### config.mk
export PLATFORM = sky130hd
export DESIGN_NAME = regs_ctrl
export DESIGN_NICKNAME = d
export VERILOG_FILES = /design/src/rtl/regs_ctrl.sv
export SDC_FILE = /design/constraint.sdc
export NUM_CORES = 1
export LEC_CHECK = 0
export ABC_AREA = 1
export CAP_MARGIN = 20
export CORE_UTILIZATION = 35
export CTS_CLUSTER_DIAMETER = 50
export DETAILED_ROUTE_END_ITERATION = 8
export GPL_ROUTABILITY_DRIVEN = 0
export PLACE_DENSITY = 0.65
export SETUP_SLACK_MARGIN = 0.3
export SYNTH_ARGS = -nofsm -noshare
export SYNTH_HDL_FRONTEND = slang
export SYNTH_SLANG_ARGS = --single-unit
### constraint.sdc
create_clock -name i_clk -period 1.4 [get_ports i_clk]
set_clock_uncertainty 0.2 [all_clocks]
set_input_delay 0.14 -clock i_clk [delete_from_list [all_inputs] [get_ports i_clk]]
set_output_delay 0.14 -clock i_clk [all_outputs]
set_load 0.01 [all_outputs]
### src/rtl/regs_ctrl.sv
// regs_ctrl: command-side controller for a regs register file.
// Takes read/write commands over valid/ready, returns read data over a second
// valid/ready channel, and runs a clear sweep that zeroes every entry.
module regs_ctrl #(
  parameter int unsigned REGS_WIDTH      = 8,
  parameter int unsigned REGS_WIDTH_ADDR = 4
) (
  input  logic                       i_clk,
  input  logic                       i_rst,
  // Command channel
  input  logic                       i_cmd_valid,
  output logic                       o_cmd_ready,
  input  logic                       i_cmd_wr,
  input  logic [REGS_WIDTH_ADDR-1:0] i_cmd_addr,
  input  logic [REGS_WIDTH-1:0]      i_cmd_data,
  // Response channel
  output logic                       o_rsp_valid,
  input  logic                       i_rsp_ready,
  output logic [REGS_WIDTH-1:0]      o_rsp_data,
  output logic [REGS_WIDTH_ADDR-1:0] o_rsp_addr,
  // Clear sweep / status
  input  logic                       i_clr,
  output logic                       o_busy,
  // Register file side
  output logic                       o_rf_wt_en,
  output logic [REGS_WIDTH_ADDR-1:0] o_rf_wt_addr,
  output logic [REGS_WIDTH-1:0]      o_rf_wt_data,
  output logic [REGS_WIDTH_ADDR-1:0] o_rf_rd_addr,
  input  logic [REGS_WIDTH-1:0]      i_rf_rd_data
);

  localparam logic [REGS_WIDTH_ADDR-1:0] LastAddr = '1;

  typedef enum logic [1:0] {
    StIdle,
    StRd,
    StRsp,
    StClr
  } state_e;

  state_e                     state_q, state_d;
  logic                       rsp_valid_q, rsp_valid_d;
  logic [REGS_WIDTH-1:0]      rsp_data_q, rsp_data_d;
  logic [REGS_WIDTH_ADDR-1:0] rsp_addr_q, rsp_addr_d;
  logic                       wt_en_q, wt_en_d;
  logic [REGS_WIDTH_ADDR-1:0] wt_addr_q, wt_addr_d;
  logic [REGS_WIDTH-1:0]      wt_data_q, wt_data_d;
  logic [REGS_WIDTH_ADDR-1:0] rd_addr_q, rd_addr_d;
  // Address being written by the sweep in the current cycle.
  logic [REGS_WIDTH_ADDR-1:0] clr_cnt_q, clr_cnt_d;

  // Clear takes priority, so ready drops whenever a sweep is requested.
  assign o_cmd_ready = (state_q == StIdle) && !i_clr && !i_rst;
  assign o_busy      = (state_q != StIdle);

  // Next-state and registered-output logic; write enable is a single-cycle pulse.
  always_comb begin
    state_d     = state_q;
    rsp_valid_d = rsp_valid_q;
    rsp_data_d  = rsp_data_q;
    rsp_addr_d  = rsp_addr_q;
    wt_en_d     = 1'b0;
    wt_addr_d   = wt_addr_q;
    wt_data_d   = wt_data_q;
    rd_addr_d   = rd_addr_q;
    clr_cnt_d   = clr_cnt_q;

    case (state_q)
      StIdle: begin
        if (i_clr) begin
          // First sweep write is issued straight away so entries 0..N-1 land
          // in the N cycles following the request.
          clr_cnt_d = '0;
          wt_en_d   = 1'b1;
          wt_addr_d = '0;
          wt_data_d = '0;
          state_d   = StClr;
        end else if (i_cmd_valid) begin
          if (i_cmd_wr) begin
            wt_en_d   = 1'b1;
            wt_addr_d = i_cmd_addr;
            wt_data_d = i_cmd_data;
          end else begin
            rd_addr_d  = i_cmd_addr;
            rsp_addr_d = i_cmd_addr;
            state_d    = StRd;
          end
        end
      end

      StRd: begin
        rsp_data_d  = i_rf_rd_data;
        rsp_valid_d = 1'b1;
        state_d     = StRsp;
      end

      StRsp: begin
        if (i_rsp_ready) begin
          rsp_valid_d = 1'b0;
          state_d     = StIdle;
        end
      end

      StClr: begin
        if (clr_cnt_q == LastAddr) begin
          state_d = StIdle;
        end else begin
          clr_cnt_d = clr_cnt_q + 1'b1;
          wt_en_d   = 1'b1;
          wt_addr_d = clr_cnt_q + 1'b1;
          wt_data_d = '0;
        end
      end

      default: state_d = StIdle;
    endcase
  end

  // State and output registers with synchronous reset that aborts any activity.
  always_ff @(posedge i_clk) begin
    if (i_rst) begin
      state_q     <= StIdle;
      rsp_valid_q <= 1'b0;
      rsp_data_q  <= '0;
      rsp_addr_q  <= '0;
      wt_en_q     <= 1'b0;
      wt_addr_q   <= '0;
      wt_data_q   <= '0;
      rd_addr_q   <= '0;
      clr_cnt_q   <= '0;
    end else begin
      state_q     <= state_d;
      rsp_valid_q <= rsp_valid_d;
      rsp_data_q  <= rsp_data_d;
      rsp_addr_q  <= rsp_addr_d;
      wt_en_q     <= wt_en_d;
      wt_addr_q   <= wt_addr_d;
      wt_data_q   <= wt_data_d;
      rd_addr_q   <= rd_addr_d;
      clr_cnt_q   <= clr_cnt_d;
    end
  end

  assign o_rsp_valid  = rsp_valid_q;
  assign o_rsp_data   = rsp_data_q;
  assign o_rsp_addr   = rsp_addr_q;
  assign o_rf_wt_en   = wt_en_q;
  assign o_rf_wt_addr = wt_addr_q;
  assign o_rf_wt_data = wt_data_q;
  assign o_rf_rd_addr = rd_addr_q;

endmodule
==> flow_metrics.py <==
metrics = {
    "cells_and_area": {
        "multi_input_area_um2": 997.2,
        "synthToLayoutAreaGrowth_pct": 77.65,
        "fin_nets": 341,
        "final_layout_size_suffix_gt1_share_pct": 46.28,
        "antennaDiodeCount": 0,
        "final_cell_area_mm2": 0.002765,
        "fillCellCount": 355,
        "seq_area_um2": 678.2,
    },
    "min_path": {
        "min_to": "o_rsp_data[0]$_SDFFE_PP0P_",
        "hold_depth": 3,
        "worstHoldStart": "i_rf_rd_data[0]",
        "worstHoldPathType": "in -> reg",
    },
    "cts": {
        "cts_buffer_depth": 2,
        "clock_latency_ns": 0.28,
        "numCtsBuffers": 5,
        "htreeDepth": 2,
        "cts.sink_count": 32,
        "hold_buffers": 0,
        "cts_root_buffer": "clkbuf_8",
        "path_clk_slew_ns": 0.06,
        "cts_tree": "built",
    },
    "setup_path": {
        "critPathMostFrequentCell": "nand3_4",
        "end_kind": "register",
        "cp_num_buf_inv": 3,
        "slowest_stage": "dfxtp_2",
        "crit_type": "reg -> reg",
        "crit_path_cell_trace": "inv_2 > buf_6 > ha_4 > nand3_4 > nand3_4 > buf_4 > nor2_2 > nor2_1",
        "critPathLaunchType": "register",
        "ff2ff_setup_slack_ns": -0.13,
        "reg2reg_depth": 8,
        "path_max_fanout": 5,
        "cp_num_cells": 8,
        "cp.arrival_ns": 1.51,
        "critPathRequiredTime_ns": 1.38,
        "critPathTopFamily": "simple AND/OR/NAND/NOR gates",
        "reg2reg_from": "state_q[1]$_SDFFE_PP0P_",
        "reg2reg_to": "o_rf_wt_addr[0]$_SDFFE_PP0P_",
        "critical_path.max_stage_delay_ns": 0.34,
    },
    "synth": {
        "yosysMostFrequentCell": "nor2_1",
        "ys_top_cells_by_area": "dfxtp_1 (41%), nor2_1 (16%), nand2_1 (13%)",
        "synth-async-reset-ratio_pct": 0,
        "synth_edf_count": 0,
        "ys_types": 23,
        "synthCells": 226,
        "yosysTopAreaCell": "dfxtp_1",
        "synth_nets": 258,
        "synth_top_flop_cell": "dfxtp_1",
        "syn_area_mm2": 0.001556,
        "yosys_warnings": 0,
        "synth_top_area_share_pct": 41.16,
        "avgSynthCellArea_um2": 6.887,
        "ys_seq_elements": 32,
        "synth_seq_area_share_pct": 41.16,
        "synthTopCellsByCount": "nor2_1 (66), nand2_1 (53), dfxtp_1 (32)",
    },
    "timing": {
        "slew_headroom_pct": 82.25,
        "rsz0062_at_grt": "yes",
        "min_period_ns": 1.534,
        "worstMarginPinSlew_ns": 0.2659,
        "hold_viol": 0,
        "setup_violations": 23,
        "layout_setup_ws_ns": -0.1342,
        "finalMaxSlewViolations": 0,
        "min_period_over_period_pct": 109.6,
        "fmax_ghz": 0.6518,
    },
    "floorplan": {
        "die_x_um": 68.69,
        "die_area_mm2": 0.004718,
        "core_mm2": 0.004144,
        "rows": 23,
        "die_h_um": 68.69,
        "num_io_pins": 58,
        "initial_utilization_pct": 37.56,
    },
    "grt": {
        "grt_util_all_layers_pct": 20.23,
        "grt_pass1_wl_um": 6934,
        "grt_max_degree": 12,
        "first_global_vias": 1542,
        "grt-ovfl-total": 0,
        "antenna_found_initial": 0,
    },
    "place": {
        "place_area_mm2": 0.002409,
        "hpwl_um": 2946,
        "io_buffer_count": 57,
        "place_ws_ns": -0.2977,
    },
    "drt": {
        "viasPerCell": 4.727,
        "firstDrtPassIters": 4,
        "ant_nets": 0,
        "drc": 0,
        "routed_wirelength_um": 4433,
        "vias": 1697,
        "wl_per_cell_um": 12.35,
        "drt-initial-drc-count": 71,
    },
    "power_and_ir_drop": {
        "vdd_drop_max_mv": 1.010,
        "p_leak_nw": 1.304,
        "cellPowerDensity_mw_per_mm2": 2019,
    },
    "status": {
        "violations": "negative setup slack",
        "status": "finished with violations",
    },
    "run": {
        "cap_violations": 0,
    },
}
what timing repair did:
action / CTS / global route
pin swaps: 13 / 11
resized for setup: 180 / 55
setup buffers: 1 / 6
endpoints found under the setup margin: 64 / 57
cloned: 3 / 0
registers in the layout, indices dropped and copies added (netlist names):
register,count
o_rf_rd_addr,4
o_rf_wt_data,8
o_rsp_data,8
o_rf_wt_en,1
clr_cnt_q,4
o_rsp_valid,1
state_q,2
o_rf_wt_addr,4
worst register-to-register path, cell delays in order, from the launching register on:
cell and delay [ns]:
dfxtp_2 0.34, inv_2 0.06, buf_6 0.12, ha_4 0.17
nand3_4 0.12, nand3_4 0.13, buf_4 0.16, nor2_2 0.09
nor2_1 0.04
placed cells by master (no fill, tap or decap), types with 4 or more instances in the layout:
master	Yosys	routed
nand4_1	8	8
clkdlybuf4s50_1	0	25
clkbuf_8	0	5
buf_6	0	32
ha_4	0	4
nor2_1	66	51
dfxtp_1	32	4
a21oi_1	4	4
dfxtp_2	0	27
inv_2	2	4
o21ai_1	0	6
o21ai_0	15	6
inv_1	16	9
buf_4	7	13
nor2_2	1	8
buf_2	1	11
nor2_4	0	8
nand2_1	53	48
cells by family (layout without fill, tap and decap cells):
family | after synthesis | after routing | synth area share, %
AND/OR/NAND/NOR | 138 | 139 | 38.18
buffers and inverters | 29 | 111 | 8.762
flip-flops | 32 | 32 | 41.16
adder cells (fa/ha/maj) | 6 | 6 | 4.823
AO/OA/AOI/OAI | 21 | 21 | 7.074
worst max path at each step:
stage,from,end,slack (ns)
global route,state_q[0]$_SDFFE_PP0P_,o_rf_wt_addr[0]$_SDFFE_PP0P_,-0.21
CTS,state_q[0]$_SDFFE_PP0P_,o_rf_wt_data[0]$_SDFFE_PP0P_,-0.08
global placement,i_clr,o_cmd_ready,-0.28
floorplan,state_q[1]$_SDFFE_PP0P_,o_rf_wt_data[0]$_SDFFE_PP0P_,-0.02
detailed placement,i_clr,o_cmd_ready,-0.30
finish,state_q[1]$_SDFFE_PP0P_,o_rf_wt_addr[0]$_SDFFE_PP0P_,-0.13
metal layers:
| metal | vias up | share of wire [%] | track usage [%] |
|---|---|---|---|
| met2 | 56 | 51 | 34.68 |
| met1 | 758 | 41 | 23.81 |
| met3 | 8 | 7.0 | 5.921 |
| met4 | 0 | 1.4 | 7.031 |
| li1 | 875 | - | - |
| met5 | - | 0 | 0 |
final cells by class:
class,instances,share of cell area [%]
Timing Repair Buffer,85,30.95
Multi-Input combinational cell,166,36.06
Clock buffer,6,2.624
Tap cell,50,2.262
Sequential cell,32,24.52
Inverter,19,3.394
Clock inverter,1,0.1810
metrics by stage:
| step | hold WS [ns] | cells | total power [W] | setup TNS [ns] | utilization, % |
|---|---|---|---|---|---|
| final | 0.2319 | 359 | 0.005582 | -1.535 | 66.73 |
| after global routing | 0.2416 | 359 | 0.006037 | -4.078 | 66.73 |
| after CTS | 0.2288 | 353 | 0.005121 | -1.065 | 60.78 |
| after detailed placement | 0.2757 | 342 | 0.004357 | -5.221 | 58.12 |
| after global placement | 0.2646 | 342 | 0.004320 | -4.427 | 58.12 |
| after floorplan | 0.01276 | 226 | 0.003109 | -0.1404 | - |
power by group:
group / internal, W / switching [W] / leakage [nW]
clock: 0.000338 / 0.000340 / 0.0410
combinational: 0.00166 / 0.00165 / 0.988
sequential: 0.00133 / 0.000255 / 0.274
Power figures use the tool's default switching activity.
==> edit: new RTL, same settings <==
`rsp_data_q` no longer has a reset.
--- a/src/rtl/regs_ctrl.sv
+++ b/src/rtl/regs_ctrl.sv
@@ -121,7 +121,6 @@
     if (i_rst) begin
       state_q     <= StIdle;
       rsp_valid_q <= 1'b0;
-      rsp_data_q  <= '0;
       rsp_addr_q  <= '0;
       wt_en_q     <= 1'b0;
       wt_addr_q   <= '0;
@@ -131,7 +130,6 @@
     end else begin
       state_q     <= state_d;
       rsp_valid_q <= rsp_valid_d;
-      rsp_data_q  <= rsp_data_d;
       rsp_addr_q  <= rsp_addr_d;
       wt_en_q     <= wt_en_d;
       wt_addr_q   <= wt_addr_d;
@@ -139,6 +137,10 @@
       rd_addr_q   <= rd_addr_d;
       clr_cnt_q   <= clr_cnt_d;
     end
+  end
+
+  always_ff @(posedge i_clk) begin
+    rsp_data_q <= rsp_data_d;
   end
 
   assign o_rsp_valid  = rsp_valid_q;
Function: differs if i_rst is asserted again (counterexample within 4 cycles, from zero or initial values and one cycle with i_rst high); with i_rst held inactive, the same outputs for 10 cycles.
==> edit against the original RTL <==
  * The run still ends with setup timing left
  * Final area shrank 1.0%
  * Highest routed layer unchanged
  * Synthesized cell count shrank 8.0%
  * Sequential cell count is the same
  * Wire length is 1.6% lower
  * Sequential share of layout area increased by 2.9 points
  * Setup slack worse by 0.063 ns
  * Power down 5.4%
  * Synthesized area fell by 1.8%
  * Largest cell class unchanged
  * Via count is 3.9% lower
==> edit: results (changes against the original RTL) <==
Status: finished, violations left (unchanged)
Failing checks: setup timing (unchanged)
Setup TNS: -3.72 ns (was -1.53 ns)
Clk pwr share: 0.138 (was 0.121)
Syn_nets: 240 (was 258)
Worst skew pair latency: 0.28 ns (about the same)
Synth area leaders: dfxtp_1 31%, edfxtp_1 16%, nand2_1 13% (was dfxtp_1 41%, nor2_1 16%, nand2_1 13%)
Crit. Startpoint: state_q[1] (unchanged)
Psw: 2050 uW (was 2250 uW)
Max-cap violation count: 0 (unchanged)
Power, Total: 5280 uW (was 5580 uW)
Number of global-route vias before repair: 1483 (was 1542)
Initial antenna violation count: 0 (unchanged)
Combinational cell power: 3060 uW (was 3320 uW)
Initial DRC count: 58 (was 71)
Worst setup margin: -0.197 ns (was -0.134 ns)
Slew @ Worst Pin: 0.282 ns (was 0.266 ns)
Clock Pin Slew Worst Setup and Hold Paths: 0.07 ns
Initial DRT Pass Iterations: 4 (unchanged)
Layout cells sized above 1: 0.483 (was 0.463)
Antenna Diode Count: 0 (unchanged)
Max clock buf depth: 2 (unchanged)
Arrival time at the worst endpoint: 1.57 ns (was 1.51 ns)
Lkg Pwr: 0.00127 uW (was 0.00130 uW)
Slowest stage cell on the critical path: dfxtp_4 (was dfxtp_2)
Worst hold start: i_rf_rd_data[5] (was i_rf_rd_data[0])
Die width: 68.1 um (was 68.7 um)
Hold Path Stages: 1 (was 3)
First-pass GRT wire length: 6850 um (was 6930 um)
Post-Synthesis Cells: 208 (was 226)
Synth async-reset ratio: 0 (unchanged)
Cells on worst reg2reg path: 8 (unchanged)
R2R Path End: o_rf_wt_data[1] (was o_rf_wt_addr[0])
Seq/Total Area, Yosys: 0.471 (was 0.412)
CP Class: register to register (unchanged)
WL final: 4360 um (was 4430 um)
Post-synth top cells: 54 x nand2_1, 43 x nor2_1, 24 x dfxtp_1, 24 x inv_1, 15 x nand3_1 (was 66 x nor2_1, 53 x nand2_1, 32 x dfxtp_1)
Crit-path max cell delay: 0.36 ns (was 0.34 ns)
Final setup vio count: 33 (was 23)
Maximum fanout along the worst path: 6 (was 5)
Total GRT Usage: 0.204 (was 0.202)
VDD IR max: 0.974 mV (was 1.01 mV)
Post-synth EDFFs: 8 (was 0)
Routed len/inst: 12.6 um (was 12.3 um)
Layout Nets: 327 (was 341)
Pre-CTS setup slack: -0.351 ns (was -0.298 ns)
YS warnings: 0 (unchanged)
Max Slew Vio Count: 0 (unchanged)
Routed vias: 1630 (was 1697)
Worst hold path class: input pin to register (unchanged)
Root buf cell: clkbuf_8 (unchanged)
Final HPWL DP: 2870 um (was 2950 um)
Largest net degree at the start of global routing: 15 (was 12)
H-tree depth: 2 (unchanged)
Hold EP: o_rsp_data[5] (was o_rsp_data[0])
Cell variety after synth: 20 (was 23)
Cts bufs inserted: 5 (unchanged)
-- edit: cell count changes in the layout (fill, tap and decap cells not counted), sizes merged, moves of 4 or more --
cell,change
nand3,+10
buf,+4
nand4,-6
dfxtp,-8
inv,+5
nor2,-22
edfxtp,+8
o21ai,-5
-- edit: what timing repair did --
action,CTS,global route
endpoints found under the hold margin,0,0
endpoints found under the setup margin,64,63
setup buffers,7,1
gates cloned,2,0
hold buffers,0,0
pin swaps,17,18
resized for setup,176,42
-- edit: per-layer routing --
layer  vias to the layer above  global-route usage  wire length [um]
met1                       749               0.250              1970
met3                         7              0.0550               236
met5                         -                   0                 0
met2                        44               0.342              2100
met4                         0              0.0703                59
li1                        830                   -                 -
-- edit: per-stage QoR --
| stage | hold WS [ns] | instance area [um2] |
|---|---|---|
| 2_1_floorplan | -0.000643 | 1650 |
| 3_3_place_gp | 0.271 | 2390 |
| 3_5_place_dp | 0.281 | 2390 |
| 4_1_cts | 0.206 | 2570 |
| 5_1_grt | 0.210 | 2740 |
| 6_report | 0.215 | 2740 |
-- edit: cell families (layout without fill, tap and decap cells) --
group,Yosys count,count (layout),synth area share
adder cells (fa/ha/maj),6,6,0.0491
AND/OR/NAND/NOR,119,121,0.321
buffers and inverters,34,120,0.101
flip-flops,32,32,0.471
AO/OA/AOI/OAI,17,17,0.0573
-- edit: worst max-delay path: cells and delay by family, from the launching register on --
kind	cells	cell delay (ns)
simple gates	5	0.50
flops	1	0.36
buf+inv	2	0.24
fa+ha+maj	1	0.19
-- edit: area by class of cell --
class                           instances  area, um2
Sequential cell                        32        751
Multi-Input combinational cell        144        938
Timing Repair Buffer                   88        786
Inverter                               24        109
Fill cell                             339       1350
Clock buffer                            8       90.1
Tap cell                               50       62.6
